<file path="src/rtl/reorg_inverse_mover.sv">
// reorg_inverse_mover: depth-to-space data mover (inverse stride-2 reorg).
// Reads a WIDTH_SRC x HEIGHT_SRC x DEPTH_SRC tensor and writes it as a
// WIDTH x HEIGHT x DEPTH tensor, walking the destination in write order.
// Ports:
//   clk, reset_n        clock, asynchronous active-low reset
//   start, hold         transfer request (IDLE only), read backpressure
//   busy, done          transfer in progress, one-cycle completion pulse
//   rd_en/rd_addr       source read request; rd_data returns RD_LAT later
//   wr_en/wr_addr/wr_data  destination write (wr_data passes rd_data through)
module reorg_inverse_mover #(
  parameter int unsigned WIDTH_SRC  = 12,
  parameter int unsigned HEIGHT_SRC = 12,
  parameter int unsigned DEPTH_SRC  = 256,
  parameter int unsigned WIDTH      = 24,
  parameter int unsigned HEIGHT     = 24,
  parameter int unsigned DEPTH      = 64,
  parameter int unsigned STRIDE     = 2,
  parameter int unsigned RD_LAT     = 1,
  parameter int unsigned DATA_W     = 16,
  parameter int unsigned ADDR_SZ    = 16
) (
  input  logic               clk,
  input  logic               reset_n,
  input  logic               start,
  input  logic               hold,
  output logic               busy,
  output logic               done,
  output logic               rd_en,
  output logic [ADDR_SZ-1:0] rd_addr,
  input  logic [DATA_W-1:0]  rd_data,
  output logic               wr_en,
  output logic [ADDR_SZ-1:0] wr_addr,
  output logic [DATA_W-1:0]  wr_data
);

  localparam int unsigned XW = (WIDTH  > 1) ? $clog2(WIDTH)  : 1;
  localparam int unsigned YW = (HEIGHT > 1) ? $clog2(HEIGHT) : 1;
  localparam int unsigned CW = (DEPTH  > 1) ? $clog2(DEPTH)  : 1;
  // Source channels belonging to one spatial offset inside a stride block.
  localparam int unsigned CH_PER_OFF = DEPTH_SRC / (STRIDE * STRIDE);

  typedef enum logic [1:0] {IDLE, RUN, DRAIN, FINISH} state_e;

  state_e             state_q, state_d;
  logic [XW-1:0]      x_q, x_d;
  logic [YW-1:0]      y_q, y_d;
  logic [CW-1:0]      c_q, c_d;
  logic               rd_en_q, rd_en_d;
  logic [ADDR_SZ-1:0] rd_addr_q, rd_addr_d;
  logic [ADDR_SZ-1:0] rd_waddr_q, rd_waddr_d;
  logic               rd_last_q, rd_last_d;
  logic               busy_q, busy_d;
  logic               done_q, done_d;

  logic               vld_q   [RD_LAT];
  logic               last_q  [RD_LAT];
  logic [ADDR_SZ-1:0] waddr_q [RD_LAT];

  logic [ADDR_SZ-1:0] map_rd_addr, map_wr_addr;
  logic               cnt_last;
  logic               issue;
  logic               wr_last;

  // Address mapping for the element the counters point at.
  always_comb begin : addr_map
    logic [ADDR_SZ-1:0] xa, ya, off, cs;
    xa  = ADDR_SZ'(x_q);
    ya  = ADDR_SZ'(y_q);
    off = (ya % ADDR_SZ'(STRIDE)) * ADDR_SZ'(STRIDE) + (xa % ADDR_SZ'(STRIDE));
    cs  = off * ADDR_SZ'(CH_PER_OFF) + ADDR_SZ'(c_q);
    map_rd_addr = xa / ADDR_SZ'(STRIDE)
                + ADDR_SZ'(WIDTH_SRC) * (ya / ADDR_SZ'(STRIDE) + cs * ADDR_SZ'(HEIGHT_SRC));
    map_wr_addr = xa + ADDR_SZ'(WIDTH) * (ya + ADDR_SZ'(c_q) * ADDR_SZ'(HEIGHT));
  end

  assign cnt_last = (x_q == XW'(WIDTH - 1)) && (y_q == YW'(HEIGHT - 1))
                 && (c_q == CW'(DEPTH - 1));
  assign wr_last  = vld_q[RD_LAT-1] && last_q[RD_LAT-1];

  // Next-state, read issue and counter advance.
  always_comb begin : fsm_next
    state_d    = state_q;
    x_d        = x_q;
    y_d        = y_q;
    c_d        = c_q;
    rd_en_d    = 1'b0;
    rd_addr_d  = rd_addr_q;
    rd_waddr_d = rd_waddr_q;
    rd_last_d  = 1'b0;
    issue      = 1'b0;

    case (state_q)
      IDLE: begin
        if (start) begin
          state_d = RUN;
          issue   = !hold;
        end
      end
      RUN: begin
        // The last read is on the bus this cycle: nothing left to issue.
        if (rd_en_q && rd_last_q) state_d = DRAIN;
        else                      issue   = !hold;
      end
      DRAIN: begin
        if (wr_last) state_d = FINISH;
      end
      FINISH:  state_d = IDLE;
      default: state_d = IDLE;
    endcase

    if (issue) begin
      rd_en_d    = 1'b1;
      rd_addr_d  = map_rd_addr;
      rd_waddr_d = map_wr_addr;
      rd_last_d  = cnt_last;
      // x fastest, then y, then c; wraps to zero after the final element.
      if (x_q == XW'(WIDTH - 1)) begin
        x_d = '0;
        if (y_q == YW'(HEIGHT - 1)) begin
          y_d = '0;
          c_d = (c_q == CW'(DEPTH - 1)) ? '0 : c_q + CW'(1);
        end else begin
          y_d = y_q + YW'(1);
        end
      end else begin
        x_d = x_q + XW'(1);
      end
    end

    busy_d = (state_d != IDLE);
    done_d = (state_d == FINISH);
  end

  // Control and read-side registers.
  always_ff @(posedge clk or negedge reset_n) begin : ctrl_regs
    if (!reset_n) begin
      state_q    <= IDLE;
      x_q        <= '0;
      y_q        <= '0;
      c_q        <= '0;
      rd_en_q    <= 1'b0;
      rd_addr_q  <= '0;
      rd_waddr_q <= '0;
      rd_last_q  <= 1'b0;
      busy_q     <= 1'b0;
      done_q     <= 1'b0;
    end else begin
      state_q    <= state_d;
      x_q        <= x_d;
      y_q        <= y_d;
      c_q        <= c_d;
      rd_en_q    <= rd_en_d;
      rd_addr_q  <= rd_addr_d;
      rd_waddr_q <= rd_waddr_d;
      rd_last_q  <= rd_last_d;
      busy_q     <= busy_d;
      done_q     <= done_d;
    end
  end

  // Write-address delay line, aligned with read data RD_LAT cycles later.
  always_ff @(posedge clk or negedge reset_n) begin : wr_pipe
    if (!reset_n) begin
      for (int unsigned i = 0; i < RD_LAT; i++) begin
        vld_q[i]   <= 1'b0;
        last_q[i]  <= 1'b0;
        waddr_q[i] <= '0;
      end
    end else begin
      vld_q[0]   <= rd_en_q;
      last_q[0]  <= rd_en_q && rd_last_q;
      waddr_q[0] <= rd_waddr_q;
      for (int unsigned i = 1; i < RD_LAT; i++) begin
        vld_q[i]   <= vld_q[i-1];
        last_q[i]  <= last_q[i-1];
        waddr_q[i] <= waddr_q[i-1];
      end
    end
  end

  assign busy    = busy_q;
  assign done    = done_q;
  assign rd_en   = rd_en_q;
  assign rd_addr = rd_addr_q;
  assign wr_en   = vld_q[RD_LAT-1];
  assign wr_addr = waddr_q[RD_LAT-1];
  // No buffering: read data goes straight to the write port, zero when idle.
  assign wr_data = wr_en ? rd_data : '0;

endmodule

</file>
<file path="config.mk">
export PLATFORM = sky130hd
export DESIGN_NAME = reorg_inverse_mover
export DESIGN_NICKNAME = d
export VERILOG_FILES = /design/src/rtl/reorg_inverse_mover.sv
export SDC_FILE = /design/constraint.sdc
export NUM_CORES = 1
export LEC_CHECK = 0
export BUFFER_PORTS_ARGS = -buffer_cell sky130_fd_sc_hd__buf_2
export CAP_MARGIN = 20
export CORE_UTILIZATION = 40
export CTS_CLUSTER_DIAMETER = 200
export DETAILED_ROUTE_END_ITERATION = 12
export SYNTH_ARGS = -nofsm -noshare
export SYNTH_HDL_FRONTEND = slang
export SYNTH_SLANG_ARGS = --single-unit
</file>
<file path="constraint.sdc">
create_clock -name clk -period 5.25 [get_ports clk]
set_input_delay 1.05 -clock clk [delete_from_list [all_inputs] [get_ports clk]]
set_output_delay 1.05 -clock clk [all_outputs]
set_load 0.1 [all_outputs]
</file>
==> impl_results.md <==
- Status: complete, but fails checks
- Violated checks: design-rule violations
- Floorplan row count: 39
- RSZ-0062 raised after global routing: false
- Max-cap violations: 0
- Arrival time at the worst endpoint: a little over 5000 ps
- Syn_nets: between 500 and 600
- Die height: 112 um
- Max-slew violation count: 0
- Worst slew margin: a little under half
- Yosys warns: 0
- Share of post-route cells with drive strength above 1: between 20% and 30%
- Drt drc: 7
- First-pass GRT wire length: roughly 17000 um
- Initial Util: between 40% and 50%
- Area after DPL: about 5300 sq um
- CTS Buffer Depth: 2
- 1st-pass router iterations: 8
- Min Tclk post-route: 4890 ps
- Setup CP Type: reg -> reg
- Area Growth Syn to Fin: 16.0%
- Post-route ant nets: 0
- Root Driver: clkbuf_16
- Unique masters post-synth: 77
- Post-synthesis sequential area ratio: 36.1%
- Number of port buffers: 71
- Post-route cell area: approximately 5600 sq um
- Power Density: around 480 nW/um^2
- CP Launch Type: register
- I/O pins: 72
- Htree depth: 3
- Clk sinks: 70
- Syn Inst Count: between 500 and 600
- F_max: slightly above 200 MHz
- DR vias/cell: a little over 5
- Largest area contributor in the netlist: dfrtp_1
- Final setup viols: 0
- Initial antenna violation count: 0
- Area contributors post-synth: dfrtp_1, ha_1, nand2_1, xor2_1, xnor2_1
- CTS tree: done
- Die width: approximately 110 um
- Ant diodes: 0
- GR Overflow Total: 0
- Largest net degree at the start of global routing: 50
- Clock Skews: a little under 7 ps
- Vias in the first global route: about 3.6k
- Most frequent cells in the layout: nand2_1, buf_2, dfrtp_1
- Dpl hpwl: about 7700 um
- Worst VDD drop: 0.304 mV
- Share of the synthesized area in the top cell type: about 36%
- Nets: between 600 and 700
- Core ar.: ~12000 sq um
- Setup TNS: 0 ps
- Fin crit share: 93.1%
- Post-synth top flop: dfrtp_1
- Number of buffers created by CTS: 9
- Slew @ Worst Pin: 812 ps
- Final Hold Fails: 0
- Worst-path fanout max: 8
- Post-synth EDFFs: 0
- Post-synthesis sequential element count: 70
- Syn avg cell area: around 9.4 sq um
- Post-Synthesis Cell Area: between 4000 and 5000 sq um
- Most common cell after layout, fill and taps aside: nand2_1
- Gpl congestion: about 0.85
- Setup crit end kind: register
- Die area: ~13000 sq um
- Worst skew pair latency: between 300 and 400 ps
- Hold Crit Class: reg -> reg
- Via count: around 3.8k
- Clock transition at path regs: ~60 ps
- Synth async-reset ratio: 100%
- DRT iter0 DRCs: approximately 140
- Static Leak: between 2 and 3 nW
- Mean routed wirelength per cell: ~14 um
- Total track usage: between 10% and 20%
- Worst Path Required: 5500 ps
- Final wirelength: approximately 9900 um
==> path summary, 6_finish.rpt <==
path                                 from          end  slack, ps  depth (start not counted)
max                                c_q[0]  rd_addr[15]        360                         16
min                        rd_waddr_q[13]  wr_addr[13]        370                          0
max reg2reg                        c_q[0]  rd_addr[15]        360                         16
min reg2reg                rd_waddr_q[13]  wr_addr[13]        370                          0
max in group asynchronous         reset_n   rd_addr[9]       3550                          2
min in group asynchronous         reset_n         done        720                          1
==> flip-flops by register name, summed over array words and instances (netlist names) <==
register	cells
rd_waddr_q	14
done	1
state_q	2
y_q	5
rd_addr	16
last_q	1
rd_en	1
wr_addr	16
wr_en	1
busy	1
x_q	5
c_q	6
rd_last_q	1
==> cell families (layout without fill, tap and decap cells) <==
group	count (synthesis)	in the layout	synth area share, %
flops	70	70	36.1
simple gates	208	208	22.9
xor+xnor	54	54	10.3
mux	7	7	1.55
compound gates	101	101	14.0
fa+ha+maj	39	39	11.0
buf+inv	37	109	4.17
==> final cells by class <==
cell class                 count  area (sq um)
multi-input combinational    409          2910
fill                        1115          5980
tap                          143           179
sequential                    70          1750
timing repair buffer          77           400
clock inverter                 5          81.3
clock buffer                  11           253
inverter                      16          60.1
==> report_power, final <==
part	total, W	switching, W	internal [W]	leakage, nW
Combinational	0.00131	0.000930	0.000377	1.62
Clock	0.000674	0.000232	0.000442	0.162
Sequential	0.000716	0.0000693	0.000647	0.883
Total	0.00270	0.00123	0.00147	2.66
==> through the flow <==
stage / utilization, % / total power, W / cells / hold WS (ps) / setup WS [ps]
finish: 48.5 / 0.00270 / 731 / 372 / 363
CTS: 48.4 / 0.00272 / 731 / 374 / 262
global route: 48.5 / 0.00286 / 731 / 389 / 108
detailed placement: 45.6 / 0.00204 / 715 / 360 / 304
floorplan: - / 0.00181 / 516 / 350 / 551
global placement: 45.6 / 0.00202 / 715 / 360 / 404
==> critical path: stages (launching register included) <==
cell and delay (ps):
dfrtp_1 430, ha_1 310, fa_1 440, a211oi_2 260, nor2_1 110, xor2_1 180, or3_1 470, or2_2 340
xor2_1 160, ha_1 410, and3_1 180, o31a_1 110, o31ai_1 350, nand2_1 160, or4b_4 510, and3_4 200
o31ai_2 160
==> synthesized netlist by cell type (5+ instances only) <==
library cell,number
buf_6,5
inv_1,15
xor2_1,27
nor3_1,14
fa_1,6
nand3b_1,5
dfrtp_1,70
o31ai_1,6
o21ai_0,29
nand3_1,15
and2_1,18
xnor2_1,24
clkbuf_1,7
o211ai_1,5
ha_1,33
nand4_1,7
nor2b_1,9
and3_1,5
nand2_1,74
nor2_1,27
a21oi_1,21
==> what timing repair did <==
| item | 4_1_cts | 5_1_grt |
|---|---|---|
| hold buffers | 0 | 0 |
| setup endpoints to repair | 0 | 1 |
| resized for setup | 0 | 1 |
| buffers inserted | 0 | 0 |
==> metal layers <==
metal	vias up	GRT usage, %	share of wire, %
met3	12	3.08	2.5
met2	50	27.6	46
met4	0	5.24	1.5
met5	-	0	0
met1	1773	22.6	50
li1	1940	-	-
(Power assumes the default switching activity.)
